**src/rtl/muldiv_pkg.sv**
```systemverilog
// muldiv_pkg
//   Shared types and op-decoding helpers for the EX-stage multiply/divide unit.
//   muldiv_op_e : operation select (MUL, MULH, MULHSU, MULHU, DIV, DIVU, REM, REMU)
//   state_e     : control FSM states
package muldiv_pkg;

    typedef enum logic [2:0] {
        MUL    = 3'd0,
        MULH   = 3'd1,
        MULHSU = 3'd2,
        MULHU  = 3'd3,
        DIV    = 3'd4,
        DIVU   = 3'd5,
        REM    = 3'd6,
        REMU   = 3'd7
    } muldiv_op_e;

    typedef enum logic [1:0] {
        IDLE = 2'd0,
        CALC = 2'd1,
        FIX  = 2'd2,
        DONE = 2'd3
    } state_e;

    function automatic logic is_div(input muldiv_op_e op);
        return (op inside {DIV, DIVU, REM, REMU});
    endfunction

    function automatic logic is_signed_a(input muldiv_op_e op);
        return (op inside {MULH, MULHSU, DIV, REM});
    endfunction

    function automatic logic is_signed_b(input muldiv_op_e op);
        return (op inside {MULH, DIV, REM});
    endfunction

endpackage

```
**src/rtl/muldiv_step.sv**
```systemverilog
// muldiv_step
//   One radix-2 iteration of the shared multiply/divide datapath, combinational.
//   The {hi, lo} pair is the 2*XLEN working register:
//     multiply : hi = partial product upper half, lo = multiplier shifting out / product low half
//     divide   : hi = partial remainder,          lo = dividend shifting out / quotient shifting in
// Ports
//   is_div  in   1     select compare-subtract-shift (1) or add-shift (0)
//   opb     in   XLEN  multiplicand or divisor magnitude
//   hi_in   in   XLEN  working register upper half
//   lo_in   in   XLEN  working register lower half
//   hi_out  out  XLEN  updated upper half
//   lo_out  out  XLEN  updated lower half
module muldiv_step #(
    parameter int XLEN = 32
) (
    input  logic            is_div,
    input  logic [XLEN-1:0] opb,
    input  logic [XLEN-1:0] hi_in,
    input  logic [XLEN-1:0] lo_in,
    output logic [XLEN-1:0] hi_out,
    output logic [XLEN-1:0] lo_out
);

    logic [XLEN:0]   sum;
    logic [XLEN:0]   shifted;
    logic [XLEN-1:0] diff;
    logic            ge;

    always_comb begin
        sum     = {1'b0, hi_in} + (lo_in[0] ? {1'b0, opb} : {(XLEN+1){1'b0}});
        shifted = {hi_in, lo_in[XLEN-1]};
        // When ge holds the true difference is below opb, so XLEN bits suffice.
        diff    = shifted[XLEN-1:0] - opb;
        ge      = (shifted >= {1'b0, opb});

        if (is_div) begin
            hi_out = ge ? diff : shifted[XLEN-1:0];
            lo_out = {lo_in[XLEN-2:0], ge};
        end else begin
            hi_out = sum[XLEN:1];
            lo_out = {sum[0], lo_in[XLEN-1:1]};
        end
    end

endmodule

```
**src/rtl/ex_muldiv_unit.sv**
```systemverilog
// ex_muldiv_unit
//   Iterative multiply/divide unit beside the EX-stage ALU. Operands are reduced to
//   magnitudes at start, iterated BITS_PER_CYCLE bits per clock, and sign-corrected
//   (or overridden for divide-by-zero / signed overflow) in the FIX state.
//   Latency from accepted start to done is always N+2 clocks, N = XLEN/BITS_PER_CYCLE.
// Ports
//   clk     in   1     clock
//   rst_n   in   1     asynchronous active-low reset
//   start   in   1     request, sampled only in IDLE
//   op      in   3     muldiv_op_e
//   srca    in   XLEN  multiplicand / dividend
//   srcb    in   XLEN  multiplier / divisor
//   flush   in   1     synchronous abort
//   busy    out  1     high in CALC and FIX
//   done    out  1     one-cycle result-valid pulse
//   result  out  XLEN  last completed result
//
// state | meaning
// IDLE  | waiting for start; operands latched on accept
// CALC  | N iterations, BITS_PER_CYCLE bits each
// FIX   | sign correction / special-case override, result written
// DONE  | done pulse; start ignored
module ex_muldiv_unit
    import muldiv_pkg::*;
#(
    parameter int XLEN           = 32,
    parameter int BITS_PER_CYCLE = 1
) (
    input  logic            clk,
    input  logic            rst_n,
    input  logic            start,
    input  logic [2:0]      op,
    input  logic [XLEN-1:0] srca,
    input  logic [XLEN-1:0] srcb,
    input  logic            flush,
    output logic            busy,
    output logic            done,
    output logic [XLEN-1:0] result
);

    localparam int N     = XLEN / BITS_PER_CYCLE;
    localparam int CNT_W = $clog2(N) + 1;
    localparam logic [CNT_W-1:0] LAST    = CNT_W'(N - 1);
    localparam logic [XLEN-1:0]  MIN_NEG = {1'b1, {(XLEN-1){1'b0}}};

    state_e            state_q, state_d;
    logic              load, step, write;

    muldiv_op_e        op_in, op_q;
    logic [CNT_W-1:0]  count_q;
    logic [XLEN-1:0]   hi_q, lo_q, opb_q;
    logic              neg_res_q;
    logic              spec_en_q;
    logic [XLEN-1:0]   spec_val_q;
    logic [XLEN-1:0]   result_q;

    // ---------------------------------------------------------------- FSM
    always_ff @(posedge clk or negedge rst_n) begin
        if (!rst_n) state_q <= IDLE;
        else        state_q <= state_d;
    end

    always_comb begin
        state_d = state_q;
        load    = 1'b0;
        step    = 1'b0;
        write   = 1'b0;
        unique case (state_q)
            IDLE: begin
                // flush wins over a same-cycle start
                if (!flush && start) begin
                    load    = 1'b1;
                    state_d = CALC;
                end
            end
            CALC: begin
                if (flush) begin
                    state_d = IDLE;
                end else begin
                    step = 1'b1;
                    if (count_q == LAST) state_d = FIX;
                end
            end
            FIX: begin
                if (flush) begin
                    state_d = IDLE;
                end else begin
                    write   = 1'b1;
                    state_d = DONE;
                end
            end
            DONE:    state_d = IDLE;
            default: state_d = IDLE;
        endcase
    end

    assign busy   = (state_q == CALC) || (state_q == FIX);
    assign done   = (state_q == DONE);
    assign result = result_q;

    // ------------------------------------------------------ operand decode
    logic            a_neg, b_neg;
    logic [XLEN-1:0] mag_a, mag_b;
    logic            div_zero, div_ovf;
    logic [XLEN-1:0] spec_val_in;
    logic            neg_res_in;

    assign op_in = muldiv_op_e'(op);

    always_comb begin
        a_neg    = is_signed_a(op_in) & srca[XLEN-1];
        b_neg    = is_signed_b(op_in) & srcb[XLEN-1];
        mag_a    = a_neg ? (~srca + 1'b1) : srca;
        mag_b    = b_neg ? (~srcb + 1'b1) : srcb;
        div_zero = is_div(op_in) && (srcb == '0);
        div_ovf  = (op_in == DIV || op_in == REM) && (srca == MIN_NEG) && (srcb == '1);

        spec_val_in = '0;
        if (div_zero)
            spec_val_in = (op_in == DIV || op_in == DIVU) ? '1 : srca;
        else if (div_ovf)
            spec_val_in = (op_in == DIV) ? srca : '0;

        // remainder follows the dividend; product and quotient follow sign XOR
        if (op_in == REM || op_in == REMU) neg_res_in = a_neg;
        else                               neg_res_in = a_neg ^ b_neg;
    end

    // ------------------------------------------------------- step chain
    logic [XLEN-1:0] hi_chain [BITS_PER_CYCLE+1];
    logic [XLEN-1:0] lo_chain [BITS_PER_CYCLE+1];
    logic            div_mode;

    assign div_mode    = is_div(op_q);
    assign hi_chain[0] = hi_q;
    assign lo_chain[0] = lo_q;

    for (genvar i = 0; i < BITS_PER_CYCLE; i++) begin : g_step
        muldiv_step #(.XLEN(XLEN)) u_step (
            .is_div (div_mode),
            .opb    (opb_q),
            .hi_in  (hi_chain[i]),
            .lo_in  (lo_chain[i]),
            .hi_out (hi_chain[i+1]),
            .lo_out (lo_chain[i+1])
        );
    end

    // ------------------------------------------------------- fix-up
    logic [2*XLEN-1:0] prod, prod_fix;
    logic [XLEN-1:0]   fix_val;

    always_comb begin
        prod     = {hi_q, lo_q};
        prod_fix = neg_res_q ? (~prod + 1'b1) : prod;
        fix_val  = '0;
        unique case (op_q)
            MUL:                fix_val = prod_fix[XLEN-1:0];
            MULH, MULHSU, MULHU: fix_val = prod_fix[2*XLEN-1:XLEN];
            DIV, DIVU:          fix_val = neg_res_q ? (~lo_q + 1'b1) : lo_q;
            REM, REMU:          fix_val = neg_res_q ? (~hi_q + 1'b1) : hi_q;
            default:            fix_val = '0;
        endcase
        if (spec_en_q) fix_val = spec_val_q;
    end

    // ------------------------------------------------------- datapath regs
    always_ff @(posedge clk or negedge rst_n) begin
        if (!rst_n) begin
            op_q       <= MUL;
            count_q    <= '0;
            hi_q       <= '0;
            lo_q       <= '0;
            opb_q      <= '0;
            neg_res_q  <= 1'b0;
            spec_en_q  <= 1'b0;
            spec_val_q <= '0;
            result_q   <= '0;
        end else begin
            if (load) begin
                op_q       <= op_in;
                count_q    <= '0;
                hi_q       <= '0;
                lo_q       <= mag_a;
                opb_q      <= mag_b;
                neg_res_q  <= neg_res_in;
                spec_en_q  <= div_zero | div_ovf;
                spec_val_q <= spec_val_in;
            end else if (step) begin
                hi_q    <= hi_chain[BITS_PER_CYCLE];
                lo_q    <= lo_chain[BITS_PER_CYCLE];
                count_q <= count_q + 1'b1;
            end
            if (write) result_q <= fix_val;
        end
    end

endmodule
```
**config.mk**
```make
export PLATFORM = sky130hd
export DESIGN_NAME = ex_muldiv_unit
export DESIGN_NICKNAME = d
export VERILOG_FILES = /design/src/rtl/muldiv_pkg.sv /design/src/rtl/muldiv_step.sv /design/src/rtl/ex_muldiv_unit.sv
export SDC_FILE = /design/constraint.sdc
export NUM_CORES = 1
export LEC_CHECK = 0
export CORE_AREA = 2 2 163 165
export CTS_CLUSTER_SIZE = 28
export DETAILED_ROUTE_END_ITERATION = 16
export DIE_AREA = 0 0 165 167
export GPL_TIMING_DRIVEN = 0
export HOLD_SLACK_MARGIN = 0.1
export PLACE_DENSITY = 0.86
export SYNTH_ARGS = -nofsm -noshare
export SYNTH_HDL_FRONTEND = slang
export SYNTH_SLANG_ARGS = --single-unit
export TNS_END_PERCENT = 100
```
**constraint.sdc**
```tcl
create_clock -name clk -period 7.95 [get_ports clk]
set_input_delay 1.59 -clock clk [delete_from_list [all_inputs] [get_ports clk]]
set_output_delay 1.59 -clock clk [all_outputs]
set_load 0.01 [all_outputs]
```
[Word level (Yosys, flattened, before mapping)]
Index checks and enable logic that the tools add are counted.
Storage, ports and cells
  register bits after elaboration: 173
  input port bits: 71
  output and inout bits: 34
  logic and storage cells: 102
Operators by class
  $add $sub $neg: 8
  $lt $le $gt $ge: 1
  equality and inequality tests: 21
  mux-type cells: 32
  bitwise gates (word level): 9
  reductions and logical operators: 21
Operators with widths (count)
  two-way mux 32 bit: 17
  adder 32 x 1 -> 32 bit, second input constant: 4
  inverter 32 bit: 4
  case mux 32 bit (4 select lines): 1
  adder 64 x 1 -> 64 bit, second input constant: 1
  == test 32 bit, second input constant: 2
  two-way mux 64 bit: 1
  inverter 64 bit: 1
  adder 32 x 33 -> 33 bit: 1
  >= comparator 33 x 32 -> 1 bit: 1
  logical NOT 32 bit: 1
  subtractor 32 bit: 1
  == test 3 bit, second input constant: 8
  two-way mux 6 bit: 2
  nonzero test 4 bit: 3
  == test 3 x 2 -> 1 bit, second input constant: 3
  two-way mux 2 bit: 4
  case mux 2 bit (4 select lines): 1
  adder 6 x 1 -> 6 bit, second input constant: 1
  == test 3 x 1 -> 1 bit, second input constant: 2
  == test 6 x 5 -> 1 bit, second input constant: 1
  two-way mux 1 bit: 6
  == test 2 bit, second input constant: 2
  logical AND 1 bit: 4
  15 further kinds: 20

[Longest topological paths before layout]
Gate-level depths: netlist of the first run.
  depth after elaboration: 6
  depth in mapped cells: 14

[By module]
A second synthesis of the first run with hierarchy kept.
Unflattened totals
  cells, all modules: 2089
  area, all modules: 16138.0 um^2
By module, submodules not included
  ex_muldiv_unit: instances 1, cells each 1418, area each 11439.7 um^2, seq. area each 4329.2 um^2
  muldiv_step: instances 1, cells each 671, area each 4698.3 um^2, seq. area each 0.0 um^2

[Worst setup path before layout of the first run]
Ideal clock, no wire load.
  kind: input -> register
  start: input port srca[17]
  end: register spec_val_q[22]
  arrival: 3.431 ns
  data required time: 7.867 ns
  path slack: 4.437 ns
  stages on the path: 8
  buffers on the path: 1
  cell sequence: or3_1 or3_1 nor3_1 nand3_1 o21ai_0 nand3_1 clkbuf_1 o21ai_0
Between the ends
  word-level cells in the longest chain between the ends: 5
Ends and longest elaborated chain
  start, declared: line ex_muldiv_unit.sv:33  | input logic [XLEN-1:0] srca,
  == test 32 bit: line ex_muldiv_unit.sv:116  | div_ovf = (op_in == DIV || op_in == REM) && (srca == MIN_NEG) && (srcb == '1);
  logical AND 1 bit (2 in a row): line ex_muldiv_unit.sv:116
  two-way mux 32 bit: line ex_muldiv_unit.sv:121  | else if (div_ovf)
  two-way mux 32 bit: line ex_muldiv_unit.sv:119  | if (div_zero)
  end signal, assigned: line ex_muldiv_unit.sv:188  | spec_val_q <= spec_val_in;
  end, declared: line ex_muldiv_unit.sv:54  | logic [XLEN-1:0] spec_val_q;
Every way passes these cells.
A chain may end at the register's enable or synchronous reset.

[Final worst setup path of the first run]
  start: register hi_q[12]
  end: register hi_q[27]
Between the ends
  word-level cells in the longest chain between the ends: 5
Ends and longest elaborated chain
  start, declared: line ex_muldiv_unit.sv:51  | logic [XLEN-1:0] hi_q, lo_q, opb_q;
  start signal, assigned: line ex_muldiv_unit.sv:190  | hi_q <= hi_chain[BITS_PER_CYCLE];
  subtractor 32 bit or >= comparator 33 x 32 -> 1 bit (tied branches): line muldiv_step.sv:33, muldiv_step.sv:34
  two-way mux 32 bit: line muldiv_step.sv:37  | hi_out = ge ? diff : shifted[XLEN-1:0];
  two-way mux 32 bit *: line muldiv_step.sv:36  | if (is_div) begin
  two-way mux 32 bit *: line ex_muldiv_unit.sv:189  | end else if (step) begin
  two-way mux 32 bit *: line ex_muldiv_unit.sv:180  | if (load) begin
Every way passes the cells marked *; elsewhere a longest branch is shown, timed or not. The select of a mux whose other input is x is not followed.

==> results of run 1 <==
==> registers in the layout, summed over array words and instances (netlist names) <==
signal      flops
count_q         6
hi_q           32
lo_q           32
neg_res_q       1
op_q            3
opb_q          32
result         32
spec_en_q       1
spec_val_q     32
state_q         2
==> how the worst min path moves through the flow <==
stage	startpoint	end	slack (ns)	cells after the start
floorplan	spec_val_q[15]	spec_val_q[15]	0.44	2
global placement	spec_val_q[29]	spec_val_q[29]	0.46	2
detailed placement	spec_val_q[6]	spec_val_q[6]	0.47	2
CTS	spec_val_q[6]	spec_val_q[6]	0.49	2
global route	opb_q[4]	opb_q[4]	0.51	2
finish	spec_val_q[6]	spec_val_q[6]	0.48	2
==> Yosys cell counts, drive strengths merged, types with 39 or more instances <==
master	instances	area, sq um
nand2	247	927
ha	74	926
o211ai	46	345
o21ai	241	1210
a21oi	162	811
mux2i	39	390
dfrtp	173	4330
inv	71	267
nand3	43	215
xor2	82	718
clkbuf	119	463
xnor2	91	797
nor2	188	708
==> tightest hold or removal path, stage by stage, from the launching register on <==
cell,delay [ns]
dfrtp_1,0.35
nand2_1,0.04
o21ai_0,0.05
==> layout make-up <==
| class | instances | area (sq um) |
|---|---|---|
| well taps | 335 | 419 |
| repair buffers | 104 | 1060 |
| clock buffers | 17 | 425 |
| flip-flops and latches | 173 | 4330 |
| multi-input cells | 1629 | 10100 |
| clock inverters | 14 | 150 |
| inverters | 72 | 270 |
| fillers | 2151 | 8450 |
| plain buffers | 132 | 556 |
==> power breakdown <==
group	internal (W)	switching [W]	total (W)
combinational	0.00178	0.00333	0.00511
sequential	0.00113	0.000471	0.00161
clock	0.000419	0.000447	0.000865
total	0.00334	0.00425	0.00758
==> metal layers <==
layer / share of wire / global-route usage
met5: 0.00018 / 0
met4: 0.044 / 0.175
met3: 0.15 / 0.166
met2: 0.41 / 0.630
met1: 0.39 / 0.615
==> through the flow <==
stage / hold slack [ns] / total power (W)
final: 0.482 / 0.00758
after global routing: 0.509 / 0.00795
after CTS: 0.486 / 0.00730
after detailed placement: 0.469 / 0.00642
after global placement: 0.460 / 0.00635
after floorplan: 0.441 / 0.00483
==> cells by family after synthesis <==
kind of cell	Yosys count	synth area share
and+or+nand+nor	678	0.208
adders and majority gates	76	0.0633
muxes	43	0.0285
buffers and inverters	204	0.0541
AOI/OAI and AO/OA	659	0.263
DFF	173	0.284
xor gates and xnor gates	173	0.0993
==> flow_summary.yaml, run 1 <==
final_layout:
  nets: 2276
  drive_gt1_frac: 0.0406
  final_common_cell: "nand2_1"
  fin_cells: 2476
  area_growth_pct: 13.5
  diodes: 0
  final_util: 0.672
  fin_area_sq_um: 17300
  layout_common_cells: "247 x nand2_1, 238 x o21ai_0, 187 x nor2_1"
placed_design:
  place.gp.congestion: 1.03
  place_area_sq_um: 16700
  dp_slack_ns: 3.12
  dp_hpwl_microns: 47700
  port_buffers: 103
  dp.cells: 2445
timing:
  period_needed_ns: 5.02
  hold_viol: 0
  relSlewSlack: 0.0779
  rsz0062_at_grt: "no"
  setup_slack_ns: 2.93
  finClkSkew_ns: 0.0125
  setup_tns_ns: 0
  period_share: 0.631
  fmax_mhz: 199
  maxSlewViolCount: 0
  tightest_slew_ns: 1.38
  setup_viol: 0
global_route:
  grt_max_degree: 110
  overflow: 0
  grt_pass1_vias: 15900
  grt_usage: 0.445
  grt_first_pass_wirelength_microns: 92600
  antenna_found_initial: 1
floorplanning:
  ios: 105
  rows: 59
  die_width_microns: 165
  die_area_sq_um: 27600
  core-area_sq_um: 25800
  initial_core_util: 0.592
  die_h_microns: 167
min_path:
  min_path_type: "reg2reg"
setup_path:
  critPathLaunch: "hi_q[12]"
  rrSetupSlack_ns: 2.93
  crit_top_cell: "clkbuf_1"
  path_depth: 12
  slowest_stage: "a21oi_1"
  setup.worst_path.class: "reg2reg"
  r2r-end: "hi_q[27]"
  r2r-start: "hi_q[12]"
  worstPathCellList: "ha_1 -> clkbuf_1 -> nand4_1 -> nor3_1 -> nand4_1 -> a21oi_1 -> o41ai_1 -> a21oi_1 -> clkbuf_1 -> clkbuf_1 -> a31oi_1 -> o21ai_0"
  max_stage_delay_ns: 1.07
  cp-start-kind: "flop"
  critPathBufInv: 3
  crit_arrival_ns: 5.38
  required_ns: 8.31
  worstRegToRegCells: 12
  crit_end: "hi_q[27]"
  cp-end-kind: "flop"
  crit_fanout: 10
  path_delay_family: "compound AO/OA/AOI/OAI gates"
synthesis:
  synth_flop_cell: "dfrtp_1"
  yosysSeqAreaShare: 0.284
  ys_warn_count: 0
  syn_inst: 2006
  syn_nets: 2153
  ys_async_sr_fraction: 1.00
  syn_area_sq_um: 15300
  syn-mean-instance-area_sq_um: 7.61
  synth_edf_count: 0
  synth.distinct_cells: 86
  synth_seq_cells: 173
clock_network:
  cts_made_buffers: 17
  hold_buffers: 0
  clk_path_buf_depth: 2
  cts_max_level: 4
  cts_root_buffer: "clkbuf_16"
  cts_resized: 0
  path_clk_slew_ns: 0.08
  insertion_delay_ns: 0.44
  cts_tree: "yes"
  cts_setup_buffers: 0
  cts.sinks: 173
drt:
  drtPass1Iterations: 11
  avgRoutedWirePerCell_microns: 24.7
  drcViolationCount: 0
  viasPerCell: 6.81
  drt-total-wl_microns: 61200
  drt_iter0_drc: 2507
  vias: 16900
  antenna_left: 0
pwr:
  powerDensity_nw_per_um2: 438
  power_leakage_nw: 7.19
  peakVddDrop_mv: 0.363
flow_run:
  max_cap_violations: 0
status:
  status: "complete, no violations"
Note: power is estimated with default switching activity, not from simulation.
==> run 2, diff against run 1 <==
--- a/config.mk
+++ b/config.mk
@@ -5,13 +5,13 @@
 export SDC_FILE = /design/constraint.sdc
 export NUM_CORES = 1
 export LEC_CHECK = 0
-export CORE_AREA = 2 2 163 165
+export CORE_AREA = 2 2 170 172
 export CTS_CLUSTER_SIZE = 28
 export DETAILED_ROUTE_END_ITERATION = 16
-export DIE_AREA = 0 0 165 167
+export DIE_AREA = 0 0 172 174
 export GPL_TIMING_DRIVEN = 0
 export HOLD_SLACK_MARGIN = 0.1
-export PLACE_DENSITY = 0.86
+export PLACE_DENSITY = 0.83
 export SYNTH_ARGS = -nofsm -noshare
 export SYNTH_HDL_FRONTEND = slang
 export SYNTH_SLANG_ARGS = --single-unit
==> constraint.sdc (replaced) <==
create_clock -name clk -period 4.45 [get_ports clk]
set_input_delay 0.89 -clock clk [delete_from_list [all_inputs] [get_ports clk]]
set_output_delay 0.89 -clock clk [all_outputs]
set_load 0.01 [all_outputs]
==> run 2 against run 1 <==
Via count fell by 1.1%. Core utilization is 5.5 points lower. Fmax up 17%. Critical path type unchanged. Worst setup slack got worse by 2.8 ns. Final cell count grew 2.0%.
==> flow_summary.yaml, run 2 (synthesized netlist as in run 1, its figures left out) <==
status:
  status: "complete, no violations"
clock_network:
  insertion_delay_ns: 0.45
  cts_setup_buffers: 0
  cts_max_level: 4
  cts_root_buffer: "clkbuf_16"
  cts_tree: "yes"
  cts.sinks: 173
  hold_buffers: 0
  path_clk_slew_ns: 0.08
  cts_made_buffers: 17
  clk_path_buf_depth: 2
placed_design:
  place_area_sq_um: 16800
  place.gp.congestion: 1.06
  port_buffers: 103
  dp_hpwl_microns: 47300
setup_path:
  required_ns: 4.84
  crit_arrival_ns: 4.68
  cp-end-kind: "flop"
  setup.worst_path.class: "reg2reg"
  crit_fanout: 10
  cp-start-kind: "flop"
drt:
  drcViolationCount: 0
  drtPass1Iterations: 6
  avgRoutedWirePerCell_microns: 23.9
  viasPerCell: 6.61
  drt-total-wl_microns: 60300
  vias: 16700
  antenna_left: 0
  drt_iter0_drc: 2292
floorplanning:
  die_width_microns: 172
  core-area_sq_um: 28200
  rows: 62
  die_area_sq_um: 29900
  initial_core_util: 0.540
  die_h_microns: 174
  ios: 105
global_route:
  grt_pass1_vias: 15500
  grt_first_pass_wirelength_microns: 91100
  grt_max_degree: 124
  antenna_found_initial: 0
  overflow: 0
  grt_usage: 0.401
final_layout:
  diodes: 0
  nets: 2275
  drive_gt1_frac: 0.0434
  final_util: 0.617
  layout_common_cells: "247 x nand2_1, 238 x o21ai_0, 187 x nor2_1"
  nFillCells: 2682
  area_growth_pct: 14.2
  final_common_cell: "nand2_1"
  fin_area_sq_um: 17400
min_path:
  min_path_type: "in2async"
timing:
  hold_viol: 0
  tightest_slew_ns: 1.08
  relSlewSlack: 0.276
  fmax_mhz: 233
  setup_viol: 0
  maxSlewViolCount: 0
  finClkSkew_ns: 0.0230
  period_needed_ns: 4.29
  period_share: 0.964
  rsz0062_at_grt: "no"
pwr:
  total_power_w: 0.0135
  powerDensity_nw_per_um2: 773
  power_leakage_nw: 7.22
  peakVddDrop_mv: 0.327
flow_run:
  max_cap_violations: 0
[run 2: cell count changes in the layout (fill, tap and decap cells not counted), sizes merged]
| cell | change |
|---|---|
| clkinv | +2 |
| clkinvlp | -3 |
| bufinv | +1 |
[run 2: per-stage QoR]
stage	instances	hold slack [ns]	setup TNS, ns	worst slack [ns]
after floorplan	2006	0.441	0	1.26
after global placement	2493	0.462	-801.84	-4.66
after detailed placement	2494	0.470	-1.64	-0.192
after CTS	2526	0.368	0	0.00389
after global routing	2525	0.379	0	0.00523
final	2525	0.347	0	0.161
[run 2: power by group]
part / switching (W) / internal (W)
clock: 0.000780 / 0.000809
combinational: 0.00582 / 0.00319
sequential: 0.000836 / 0.00203
[run 2: repair_timing]
action | CTS | global route
endpoints found under the hold margin | 0 | 0
resized for setup | 1 | 7
endpoints found under the setup margin | 10 | 18
[run 2: final timing paths]
path                       startpoint    endpoint  slack, ns  depth (start not counted)
max in group asynchronous       rst_n   opb_q[10]       3.11                          2
hold reg to reg             result[5]   result[5]       0.48                          2
setup reg to reg              lo_q[0]  result[28]       0.16                         11
hold / removal                  rst_n   result[9]       0.35                          1
setup / recovery              lo_q[0]  result[28]       0.16                         11
min in group clk            result[5]   result[5]       0.48                          2
[run 2: cell type report]
class | count | area, sq um | share of cell area
plain buffers | 131 | 554 | 0.0318
clock buffers | 18 | 429 | 0.0246
flip-flops and latches | 173 | 4330 | 0.248
clock inverters | 14 | 175 | 0.0101
multi-input cells | 1629 | 10100 | 0.581
inverters | 72 | 270 | 0.0155
well taps | 384 | 480 | 0.0276
repair buffers | 104 | 1060 | 0.0610
[run 2: critical path, stage by stage, from the launching register on]
cell and delay, ns:
dfrtp_1 0.51, inv_1 0.36, clkbuf_2 0.34, ha_1 0.26, or4bb_1 0.60, or3_2 0.53
o21ai_2 0.35, nor2_1 0.27, o21ai_0 0.24, a32oi_1 0.20, o21ai_0 0.35, mux2_2 0.22
[run 2: per-layer routing]
layer,wire [microns],track usage,vias up
met5,0,0,-
met1,24300,0.554,7926
li1,-,-,7450
met2,25500,0.594,1111
met3,8100,0.130,206
met4,2390,0.130,0
==> RTL edit 1: new RTL, flow settings as in run 1 <==
Reset style: synchronous (`rst_n`), changed in 2 clocked blocks. Comments in the files are not updated.
--- a/src/rtl/ex_muldiv_unit.sv
+++ b/src/rtl/ex_muldiv_unit.sv
@@ -57,3 +57,3 @@
     // ---------------------------------------------------------------- FSM
-    always_ff @(posedge clk or negedge rst_n) begin
+    always_ff @(posedge clk) begin
         if (!rst_n) state_q <= IDLE;
@@ -167,3 +167,3 @@
     // ------------------------------------------------------- datapath regs
-    always_ff @(posedge clk or negedge rst_n) begin
+    always_ff @(posedge clk) begin
         if (!rst_n) begin
Behaviour: differs if rst_n is asserted again (counterexample within 4 cycles, from zero or initial values and one cycle with rst_n low); with rst_n held inactive, the same outputs for 10 cycles.
==> RTL edit 1 against run 1 <==
Die area stayed put. Area after synthesis is 1.9% lower. Cell area is 1.7% lower. Core utilization is 1.1 points lower. Sequential cell count stayed put. Via count is 3.8% higher. Routed wire length is 3.7% higher. Worst setup slack better by 0.45 ns.
Power is not compared: it rests on default switching activity, and its combinational part moved more than twofold at a synthesized area within 25%.
==> RTL edit 1: results (changes against run 1) <==
| Metric | Value |
|---|---|
| Status | `finished, final reports clean` |
| Buffering overhead | `9.366% (+0.015 points)` |
| DR pass1 iterations | `6 (-5)` |
| Synth unique cells | `88 (+2.3%)` |
| Sequential share of cell area | `20.35% (-4.7 points)` |
| Synth Area in XOR/XNOR | `9.480% (-0.45 points)` |
| Filler cell count | `2,262 (+5.2%)` |
| Critical Path Slowest Stage Cell | `clkdlybuf4s50_1` |
| DP HPWL | `49,150 um (+3.1%)` |
| Min-delay src | `spec_val_q[5]$_SDFFE_PN0P_` |
| GR met1 Demand/Resource | `62.09% (+0.61 points)` |
| GR met3 Demand/Resource | `13.57% (-3.0 points)` |
| Area of the multi-input gates | `10,720 sq um (+6.1%)` |
| Vias in the first global route | `16,089 (+1.1%)` |
| Initial drt markers | `2,589 (+3.3%)` |
| Flop-to-flop setup slack | `3.48 ns (+0.55 ns)` |
| Via Count | `17,505 (+3.8%)` |
| FF-to-FF path depth | `13 (+1)` |
| Fraction of registers with async set/reset | `0% (-100 points)` |
| Crit path launch | `srcb[2]` |
| GR Util met2 | `65.07% (+2.1 points)` |
| GPL Wtd Cong | `1.061 (+2.8%)` |
| Hold EP | `spec_val_q[5]$_SDFFE_PN0P_` |
| Avg Vias per Cell | `6.996 (+2.7%)` |
| Area after DPL | `16,420 sq um (-1.9%)` |
| Layout cells sized above 1 | `4.294% (+0.23 points)` |
| Clock network area share | `3.529% (+0.20 points)` |
| Post-Synth Adder-Cell Area | `6.454% (+0.12 points)` |
| Worst Max-Slew Pin Slew | `1.099 ns (-0.2841 ns)` |
| Critical R2R Capture | `hi_q[17]$_SDFFE_PP0P_` |
| Hold slack final | `0.4606 ns (-0.02139 ns)` |
| Routed length per instance | `25.37 um (+2.6%)` |
| List of most frequent post-synthesis cells | `243 x nand2_1, 181 x nor2_1, 173 x dfxtp_1, 160 x a21oi_1, 140 x o21ai_0` |
| Largest net degree at the start of global routing | `19 (-83%)` |
| Critical path's largest stage delay | `0.55 ns (-0.52 ns)` |
| Setup WS pre-CTS | `3.038 ns (-0.08266 ns)` |
| Period minus WS final | `4.571 ns (-0.4481 ns)` |
| Signal buffers | `247 (+4.7%)` |
| Global-route wire length before repair | `94,780 um (+2.4%)` |
| Initial antenna violation count | `5 (+4)` |
| Placed cells | `2,469 (+0.98%)` |
[RTL edit 1: cell count changes after synthesis, moves of 15 or more]
cell and change:
dfrtp_1 -173, dfxtp_1 +173, o21ai_0 -98, o211a_1 +48, o21ai_1 +34, xor2_1 -20, and3_1 -15
[RTL edit 1: power groups by stage]
stage | clock network, uW | registers (uW) | logic (uW)
4_1_cts | 884 | 994 | 1470
6_report | 899 | 1000 | 1540
2_1_floorplan | 0 | 982 | 1020
3_5_place_dp | 0 | 1010 | 1450
5_1_grt | 919 | 1000 | 1630
3_3_place_gp | 0 | 1010 | 1440
[RTL edit 1: metal layers]
metal | up-vias | routed length, um
met4 | 2 | 3125
met3 | 225 | 9467
met2 | 1367 | 26290
met1 | 8228 | 24590
li1 | 7683 | -
met5 | - | 13
==> RTL edit 2: new RTL, config.mk and constraints of run 1 <==
Without the edit above. `XLEN` is set to 32 in 2 places; all go to 16.
--- a/src/rtl/muldiv_step.sv
+++ b/src/rtl/muldiv_step.sv
@@ -13,3 +13,3 @@
 module muldiv_step #(
-    parameter int XLEN = 32
+    parameter int XLEN = 16
 ) (
--- a/src/rtl/ex_muldiv_unit.sv
+++ b/src/rtl/ex_muldiv_unit.sv
@@ -25,3 +25,3 @@
 #(
-    parameter int XLEN           = 32,
+    parameter int XLEN           = 16,
     parameter int BITS_PER_CYCLE = 1
Interface: changed (resized result, srca and srcb); port bits go from 105 to 57. The function was not compared with the original's and may differ.
==> RTL edit 2 against run 1 <==
Routed wire length is 58% lower. Die area unchanged. Core utilization fell by 32 points. Synthesized cell count down 51%. Count of clock-buffer cells in the layout shrank 7. Via count decreased by 52%. Combinational power down 55%. Area after synthesis shrank 49%. Sequential power shrank 50%. Cell area down 47%. Power fell by 54%. Sequential cell count is 81 lower. Worst setup slack improved by 0.89 ns.
==> RTL edit 2: results (changes against run 1) <==
| Metric | Value |
|---|---|
| Status | `finished, final reports clean` |
| List of most frequent post-synthesis cells | `126 x nand2_1, 92 x dfrtp_1, 87 x o21ai_0, 81 x nor2_1, 66 x a21oi_1` |
| Inverters | `48 (-33%)` |
| Global-route wire length before repair | `40,630 um (-56%)` |
| Area after DPL | `8815 sq um (-47%)` |
| #MultiIn Comb | `791 (-51%)` |
| Layout cells sized above 1 | `3.861% (-0.20 points)` |
| H-tree depth | `3 (-1)` |
| GPL Wtd Cong | `0.9994 (-3.2%)` |
| Static Leak | `0.003755 uW (-48%)` |
| Signal buffers | `117 (-50%)` |
| Clock skew | `0.007280 ns (-0.005257 ns)` |
| Congestion Overflow GR | `0 (unchanged)` |
| Critical path's largest stage delay | `0.46 ns (-0.61 ns)` |
| CTS buffer count | `9 (-8)` |
| Critical Path Slowest Stage Cell | `clkdlybuf4s50_1` |
| Worst Max-Slew Pin Slew | `0.8241 ns (-0.5591 ns)` |
| DP HPWL | `19,820 um (-58%)` |
| Max VDD drop | `0.1992 mV (-45%)` |
| Area of the multi-input gates | `5094 sq um (-50%)` |
| Worst-path clk slew | `0.06 ns (-0.02 ns)` |
| Flop-to-flop setup slack | `4.41 ns (+1.48 ns)` |
| Final setup fails | `0 (unchanged)` |
| Synth unique cells | `71 (-17%)` |
| Synth Flop Type | `dfrtp_1` |
| Initial drt markers | `946 (-62%)` |
| Total track usage | `18.64% (-26 points)` |
| Clock Latency Late Sink | `0.36 ns (-0.08 ns)` |
| Synthesized flop and latch total | `92 (-47%)` |
| Vias in the first global route | `7,534 (-53%)` |
| Antenna Cells | `0 (unchanged)` |
| Routed length per instance | `18.35 um (-26%)` |
| Initial antenna violation count | `0 (-1)` |
| Clock buffer count | `10 (-7)` |
| CP max FO | `10 (unchanged)` |
| Sequential area share after synthesis | `29.48% (+1.1 points)` |
| Nets | `1,143 (-50%)` |
| DR pass1 iterations | `6 (-5)` |
| Via Count | `8,051 (-52%)` |
| Buffering overhead | `9.001% (-0.35 points)` |
| Port Buf Inserts | `56 (-46%)` |
| FF+latch area | `2302 sq um (-47%)` |
| Filler cell count | `2,610 (+21%)` |
| Fraction of registers with async set/reset | `100.0% (unchanged)` |
| Post-CTS Setup Inserts | `0 (unchanged)` |
| Synth top area cells | `dfrtp_1 29%, ha_1 6.9%, nand2_1 6.1%` |
| Largest net degree at the start of global routing | `54 (-51%)` |
| Delay-heaviest family, CP | `simple AND/OR/NAND/NOR gates` |
| Clock network area share | `3.188% (-0.14 points)` |
| Area Overhead vs Synth | `16.58%` |
| Clock root cell | `clkbuf_16` |
## RTL edit 2: per-stage QoR
| step | cells | hold slack [ns] | worst slack [ns] | total power [uW] |
|---|---|---|---|---|
| global route | 1397 | 0.5144 | 3.563 | 3743 |
| finish | 1397 | 0.4825 | 3.821 | 3517 |
| detailed placement | 1383 | 0.4711 | 3.458 | 2996 |
| CTS | 1397 | 0.4850 | 3.816 | 3439 |
| floorplan | 991 | 0.4423 | 4.426 | 2379 |
| global placement | 1382 | 0.4620 | 1.913 | 2936 |
## RTL edit 2: worst paths after layout
check,from,end,cells after the start
worst min register to register,opb_q[10]$_DFFE_PN0P_,opb_q[10]$_DFFE_PN0P_,2
worst min-delay path,opb_q[10]$_DFFE_PN0P_,opb_q[10]$_DFFE_PN0P_,2
worst max-delay path,srcb[0],spec_val_q[9]$_DFFE_PN0P_,11
max in group asynchronous,rst_n,opb_q[5]$_DFFE_PN0P_,2
min in group asynchronous,rst_n,result[12]$_DFFE_PN0P_,1
worst max register to register,lo_q[0]$_DFFE_PN0P_,result[2]$_DFFE_PN0P_,10
## RTL edit 2: power by group
group	switching [uW]	internal (uW)	total, uW
clock	185	249	434
combinational	1410	870	2280
sequential	190	609	799
## RTL edit 2: cells by family after synthesis
family                     synth area share (%)
and+or+nand+nor                           20.78
buffers and inverters                     5.303
muxes                                     3.204
DFF                                       29.48
adders and majority gates                 7.402
xor gates and xnor gates                  9.420
AOI/OAI and AO/OA                         24.42
## RTL edit 2: routing by layer
metal | part of all wire (%) | routed length, um | track usage (%) | up-vias
met1 | 44 | 11180 | 25.75 | 3919
met4 | 2.5 | 651 | 5.898 | 0
met3 | 8.5 | 2183 | 4.035 | 53
li1 | - | - | - | 3689
met2 | 45 | 11620 | 28.93 | 390
met5 | 0 | 0 | 0 | -
